$ cat config.mk
export PLATFORM = sky130hd
export DESIGN_NAME = divider_iterative
export DESIGN_NICKNAME = d
export VERILOG_FILES = /design/src/rtl/divider_iterative.sv
export SDC_FILE = /design/constraint.sdc
export NUM_CORES = 1
export LEC_CHECK = 0
export CAP_MARGIN = 20
export CORE_UTILIZATION = 30
export DETAILED_ROUTE_END_ITERATION = 6
export PLACE_DENSITY = 0.59
export SYNTH_ARGS = -nofsm -noshare
export SYNTH_HDL_FRONTEND = slang
export SYNTH_SLANG_ARGS = --single-unit
$ cat constraint.sdc
create_clock -name clk -period 3.4 [get_ports clk]
set_input_delay 0.68 -clock clk [delete_from_list [all_inputs] [get_ports clk]]
set_output_delay 0.68 -clock clk [all_outputs]
set_load 0.05 [all_outputs]
$ cat src/rtl/divider_iterative.sv
// Iterative restoring divider: one quotient bit per clock, WIDTH cycles per result.
// Define DIVIDER_SIGNED_EN to add the is_signed port for two's-complement operands.
module divider_iterative #(
  parameter int WIDTH = 32
) (
  input  logic             clk,
  input  logic             rst_n,
  input  logic             valid_in,
  input  logic [WIDTH-1:0] a,
  input  logic [WIDTH-1:0] b,
`ifdef DIVIDER_SIGNED_EN
  input  logic             is_signed,
`endif
  output logic             busy,
  output logic             valid_out,
  output logic [WIDTH-1:0] q,
  output logic [WIDTH-1:0] r
);

  localparam int CW = (WIDTH > 1) ? $clog2(WIDTH) : 1;
  localparam logic [CW-1:0] LAST = CW'(WIDTH - 1);

  // The load step is the start edge itself, so it needs no state of its own.
  typedef enum logic [1:0] {
    IDLE,
    ITER,
    DONE
  } state_t;

  state_t           state_q, state_d;
  logic [WIDTH-1:0] dvd_q, dvd_d;
  logic [WIDTH-1:0] dvs_q, dvs_d;
  logic [WIDTH:0]   rem_q, rem_d;
  logic [WIDTH-1:0] quo_q, quo_d;
  logic [CW-1:0]    cnt_q, cnt_d;
  logic             busy_q, busy_d;
  logic             valid_q, valid_d;
  logic [WIDTH-1:0] q_q, q_d;
  logic [WIDTH-1:0] r_q, r_d;
  logic             neg_quo_q, neg_quo_d;
  logic             neg_rem_q, neg_rem_d;

  logic [WIDTH:0]   rem_shift;
  logic [WIDTH:0]   diff;
  logic             qbit;
  logic [WIDTH:0]   rem_next;
  logic [WIDTH-1:0] quo_next;
  logic [WIDTH-1:0] a_mag;
  logic [WIDTH-1:0] b_mag;
  logic             neg_quo_load;
  logic             neg_rem_load;

  // Operand conditioning: the core always divides magnitudes.
  always_comb begin
    a_mag        = a;
    b_mag        = b;
    neg_quo_load = 1'b0;
    neg_rem_load = 1'b0;
`ifdef DIVIDER_SIGNED_EN
    if (is_signed) begin
      if (a[WIDTH-1]) a_mag = -a;
      if (b[WIDTH-1]) b_mag = -b;
      // Divide by zero keeps q all ones; the remainder sign restores r = a.
      neg_quo_load = (a[WIDTH-1] ^ b[WIDTH-1]) && (b != '0);
      neg_rem_load = a[WIDTH-1];
    end
`endif
  end

  always_comb begin
    rem_shift = {rem_q[WIDTH-1:0], dvd_q[WIDTH-1]};
    diff      = rem_shift - {1'b0, dvs_q};
    qbit      = ~diff[WIDTH];
    rem_next  = qbit ? diff : rem_shift;
    quo_next  = {quo_q[WIDTH-2:0], qbit};
  end

  always_comb begin
    state_d   = state_q;
    dvd_d     = dvd_q;
    dvs_d     = dvs_q;
    rem_d     = rem_q;
    quo_d     = quo_q;
    cnt_d     = cnt_q;
    busy_d    = busy_q;
    valid_d   = valid_q;
    q_d       = q_q;
    r_d       = r_q;
    neg_quo_d = neg_quo_q;
    neg_rem_d = neg_rem_q;

    // A start wins in every state and discards any operation in flight.
    if (valid_in) begin
      state_d   = ITER;
      dvd_d     = a_mag;
      dvs_d     = b_mag;
      rem_d     = '0;
      quo_d     = '0;
      cnt_d     = '0;
      busy_d    = 1'b1;
      valid_d   = 1'b0;
      neg_quo_d = neg_quo_load;
      neg_rem_d = neg_rem_load;
    end else begin
      case (state_q)
        ITER: begin
          dvd_d = {dvd_q[WIDTH-2:0], 1'b0};
          rem_d = rem_next;
          quo_d = quo_next;
          cnt_d = cnt_q + 1'b1;
          if (cnt_q == LAST) begin
            q_d     = neg_quo_q ? -quo_next : quo_next;
            r_d     = neg_rem_q ? -rem_next[WIDTH-1:0] : rem_next[WIDTH-1:0];
            valid_d = 1'b1;
            busy_d  = 1'b0;
            state_d = DONE;
          end
        end
        default: ;
      endcase
    end
  end

  always_ff @(posedge clk or negedge rst_n) begin
    if (!rst_n) begin
      state_q   <= IDLE;
      dvd_q     <= '0;
      dvs_q     <= '0;
      rem_q     <= '0;
      quo_q     <= '0;
      cnt_q     <= '0;
      busy_q    <= 1'b0;
      valid_q   <= 1'b0;
      q_q       <= '0;
      r_q       <= '0;
      neg_quo_q <= 1'b0;
      neg_rem_q <= 1'b0;
    end else begin
      state_q   <= state_d;
      dvd_q     <= dvd_d;
      dvs_q     <= dvs_d;
      rem_q     <= rem_d;
      quo_q     <= quo_d;
      cnt_q     <= cnt_d;
      busy_q    <= busy_d;
      valid_q   <= valid_d;
      q_q       <= q_d;
      r_q       <= r_d;
      neg_quo_q <= neg_quo_d;
      neg_rem_q <= neg_rem_d;
    end
  end

  assign busy      = busy_q;
  assign valid_out = valid_q;
  assign q         = q_q;
  assign r         = r_q;

endmodule

# --- Yosys cells after proc, flatten, opt, wreduce, memory -nomap -nowiden ---
# Index checks and enable logic that the tools add are counted.
word_totals:
  word_cells: 38
  output_inout_bits: 66
  regBits: 200
  in_bits: 67
op_classes:
  addsub: 2
  n_bitwise: 2
  reduce_logical: 4
  eq_ne: 2
  n_mux: 18
op_table:
  columns: ["operator", "count"]
  rows:
  - ["two-way mux 32 bit", 5]
  - ["two-way mux 31 bit", 2]
  - ["subtractor 33 x 32 -> 33 bit", 1]
  - ["two-way mux 5 bit", 2]
  - ["two-way mux 1 bit", 6]
  - ["two-way mux 2 bit", 3]
  - ["adder 5 x 1 -> 5 bit (second input constant)", 1]
  - ["== test 5 bit (second input constant)", 1]
  - ["nonzero test 2 bit", 2]
  - ["AND reduction 3 bit", 1]
  - ["== test 2 x 1 -> 1 bit (second input constant)", 1]
  - ["inverter 1 bit", 2]
  - ["AND reduction 2 bit", 1]

# --- Logic depth before layout (Yosys ltp) ---
logic_depth:
  word_depth: 4
  ltp_mapped: 15
  depth_no_buf: 13

# --- Worst setup path after synthesis ---
# Ideal clock, no wire load.
synth_path:
  path_kind: "reg2reg"
  start: "reg dvd_q[31]"
  end: "reg rem_q[0]"
  required_time_ns: 3.306
  setup_ns: 0.094
  synth_period_minus_slack_ns: 2.747
  n_path_buf: 1
  t_arrival_ns: 2.653
  slack_ns: 0.653
  path_stages_with_launch: 15
  cell_sequence: "dfrtp_1 inv_1 ha_1 inv_1 fa_1 a211oi_2 o211ai_2 nand4_1 a31oi_2 o21ai_2 a211o_1 nand3_2 buf_12 mux2_1 a211oi_1"
synth_between:
  elab_chain_cells: 4
synth_rtl:
  columns: ["item", "line_no", "source"]
  rows:
  - ["start, declared", "31", "logic [WIDTH-1:0] dvd_q, dvd_d;"]
  - ["start signal, assigned", "140", "dvd_q <= dvd_d;"]
  - ["subtractor 33 x 32 -> 33 bit", "72", "diff = rem_shift - {1'b0, dvs_q};"]
  - ["two-way mux 32 bit *", "74", "rem_next = qbit ? diff : rem_shift;"]
  - ["two-way mux 32 bit *", "105", "case (state_q)"]
  - ["two-way mux 32 bit *", "93", "if (valid_in) begin"]
  - ["end signal, assigned", "142", "rem_q <= rem_d;"]
  - ["end, declared", "33", "logic [WIDTH:0] rem_q, rem_d;"]
# Mark *: on every way between the ends. The rest lies on a longest branch, timed or not. The select of a mux whose other input is x is not followed.
# A chain may end at the register's enable or synchronous reset.

# --- Final worst setup path ---
# Ends and elaborated chain as after synthesis.

==> summary.txt <==
Detailed routing
  – DR vias/cell: 4.67
  – Routed Antenna Nets: 0
  – DRC viols: 0
  – Drt wl/cell: 14.4 um
  – Detailed router's first-iteration violation count: 299
  – Iteration count of the initial detailed-routing pass: 6
  – Vias: 7,662
  – Post-Route WL: 23,600 um

Clocking
  – H-tree levels: 4
  – Hold buffer count at cts: 0
  – Latest clock arrival within the worst-skew pair: 0.44 ns
  – Clock Sink Count: 198
  – Clk slew on worst S/H paths: 0.07 ns
  – CTS Buf Count: 17
  – Clock root buffer: clkbuf_16
  – CTS tree: done
  – Clock buffer depth: 2

Power and ir drop
  – Power density of the placed cells: 583 nW/um2
  – Leak: 0.00573 uW
  – VDD IR max: 0.000386 V

Floorplan
  – I/O Pins: 133
  – FP Rows: 66
  – Die Span Y: 184 um
  – Die Width: 184 um
  – Starting Density: 30.4%
  – Total core area: 32,500 um2
  – Total Die Area: 33,700 um2

Timing
  – F_max: 0.322 GHz
  – Worst Tran Pin Value: 0.917 ns
  – Final Max Tran Viols: 0
  – Clock skew: 0.0110 ns
  – Period minus WS final: 3.10 ns
  – Setup-failing EPs final: 0
  – Max_slew headroom: 38.8%
  – Final hold vios: 0
  – Final critical-path share of the clock period: 91.2%

Place
  – Hpwl dp: 16,300 um
  – Cell area after placement: 11,600 um2
  – GP Congestion: 0.856
  – I/O Buffers: 132

GRT
  – Antenna violations before repair: 2
  – Largest net degree at the start of global routing: 124
  – First-pass GRT wire length: 39,800 um
  – Vias in the first global route: 7,798
  – All-Layer GR Usage: 14.7%
  – Overflow after GRT: 0

Logic synthesis
  – Syn avg cell area: 9.15 um2
  – Syn Nets: 1,184
  – Sequential-to-total area share from yosys stat: 50.1%
  – Most used DFF post-synth: dfrtp_1
  – Syn. warnings: 0
  – Area contributors post-synth: dfrtp_1 50%, nand2_1 11%, mux2i_1 6.3%, o21ai_0 6.0%, ha_1 4.3%
  – Syn Std Cell Area: 9900 um2
  – Post-Syn Instances: 1,082
  – Synth Register Bits: 198
  – Post-synth EDFFs: 0
  – Synth unique cells: 55
  – Synth top area share: 50.1%
  – Post-synthesis async set-or-reset flop share: 100%
  – Yosys top cell by area: dfrtp_1

Final layout
  – Finished layout cell area: 12,200 um2
  – Final Util: 37.6%
  – Fillers: 3,363
  – Footprint of the multi-input gates: 4490 um2
  – Layout cell share with drive strength beyond 1: 5.68%
  – Most frequent cells in the layout: 283 x nand2_1, 198 x dfrtp_1, 130 x clkdlybuf4s50_1, 118 x o21ai_0, 68 x a21oi_1
  – Commonest non-fill, non-tap cell in the layout: nand2_1
  – Register area: 4950 um2
  – Synthesis-to-layout area growth: 23.7%
  – ANT cells: 0
  – Nets: 1,286

Setup path
  – Critical Path AT: 3.44 ns
  – CP required: 3.74 ns
  – Setup crit end kind: register
  – CP startpoint kind: register
  – Kind of critical path: reg -> reg
  – CP max FO: 8

Hold path
  – HP Class: in -> async

Job
  – Max Cap Viol: 0

Outcome
  – Status: finished, final reports clean
## Yosys cell counts, drive strengths merged, types with 2 or more instances
library cell and instances:
a311oi 2, xnor2 17, o211ai 3, buf 17, or2 2, nor3 5, nor2b 5, nand2 284
mux2 2, a21o 8, nand4 14, a211oi 34, o221ai 2, and3 3, inv 39, o21bai 5
nand3 10, a21oi 69, a31oi 2, mux2i 62, clkbuf 51, nor2 53, o21a 2, nor4 2
nor3b 2, dfrtp 198, nand2b 5, o21ai 119, xor2 15, a211o 3, or3 2, ha 34
## worst paths after layout
kind | cells past startpoint | end | slack, ns | start
hold reg to reg | 2 | q[31] | 0.46 | quo_q[30]
setup / recovery | 14 | rem_q[0] | 0.30 | dvd_q[31]
max in group asynchronous | 2 | rem_q[23] | 2.15 | rst_n
setup reg to reg | 14 | rem_q[0] | 0.30 | dvd_q[31]
hold / removal | 1 | r[11] | 0.27 | rst_n
min in group clk | 2 | q[31] | 0.46 | quo_q[30]
## cell families (layout without fill, tap and decap cells)
logic type                 Yosys count  count (layout)  share of synthesized area, %
AOI/OAI and AO/OA                  256             256                          15.1
xor gates and xnor gates            32              32                          2.83
adders and majority gates           35              35                          4.50
buffers and inverters              107             222                          4.82
DFF                                198             198                          50.1
muxes                               64              64                          6.50
and+or+nand+nor                    390             390                          16.1
## registers in the layout, indices dropped and copies added (netlist names)
signal and cells:
dvd_q 32, rem_q 32, q 32, cnt_q 5
r 32, quo_q 31, dvs_q 32, valid_out 1
state_q 1
## layout make-up
class	instances	share of cell area (%)
Clock buffer	20	3.65
Clock inverter	12	1.31
Inverter	39	1.20
Multi-Input combinational cell	777	36.6
Sequential cell	198	40.5
Tap cell	442	4.52
Timing Repair Buffer	151	12.2
## worst max-delay path: stages (launching register included)
cell	delay (ns)
dfrtp_1	0.37
inv_1	0.09
ha_1	0.16
inv_1	0.05
fa_1	0.43
a211oi_2	0.28
o211ai_2	0.13
nand4_1	0.14
a31oi_2	0.11
o21ai_2	0.19
a211o_1	0.19
nand3_4	0.13
buf_4	0.18
mux2_1	0.32
a211oi_1	0.24
## power breakdown
group          internal [uW]  leakage [uW]  switching, uW
clock network           1140      0.000290            979
logic                   1040       0.00282           1320
registers               2540       0.00262            128
## timing repair
action | in CTS | in global routing
setup endpoints to repair | 0 | 55
setup buffers | 0 | 3
resized for setup | 0 | 2
## per-stage QoR
| stage | power [uW] | cells | worst slack (ns) | setup TNS (ns) | hold WS, ns |
|---|---|---|---|---|---|
| 3_3_place_gp | 4970 | 1604 | 0.344 | 0 | 0.460 |
| 6_report | 7140 | 1639 | 0.299 | 0 | 0.268 |
| 2_1_floorplan | 4560 | 1082 | 0.653 | 0 | 0.384 |
| 3_5_place_dp | 5010 | 1604 | 0.151 | 0 | 0.452 |
| 4_1_cts | 7160 | 1636 | 0.147 | 0 | 0.285 |
| 5_1_grt | 7590 | 1639 | -0.00160 | -0.00160 | 0.297 |
## layer usage
layer  vias to the layer above  track usage [%]  routed length (um)
met4                         0             3.50                 205
met3                        15             3.94                1160
li1                       3867                -                   -
met2                       126             24.4               11200
met5                         -                0                   0
met1                      3654             19.0               11100
(Power assumes the default switching activity.)
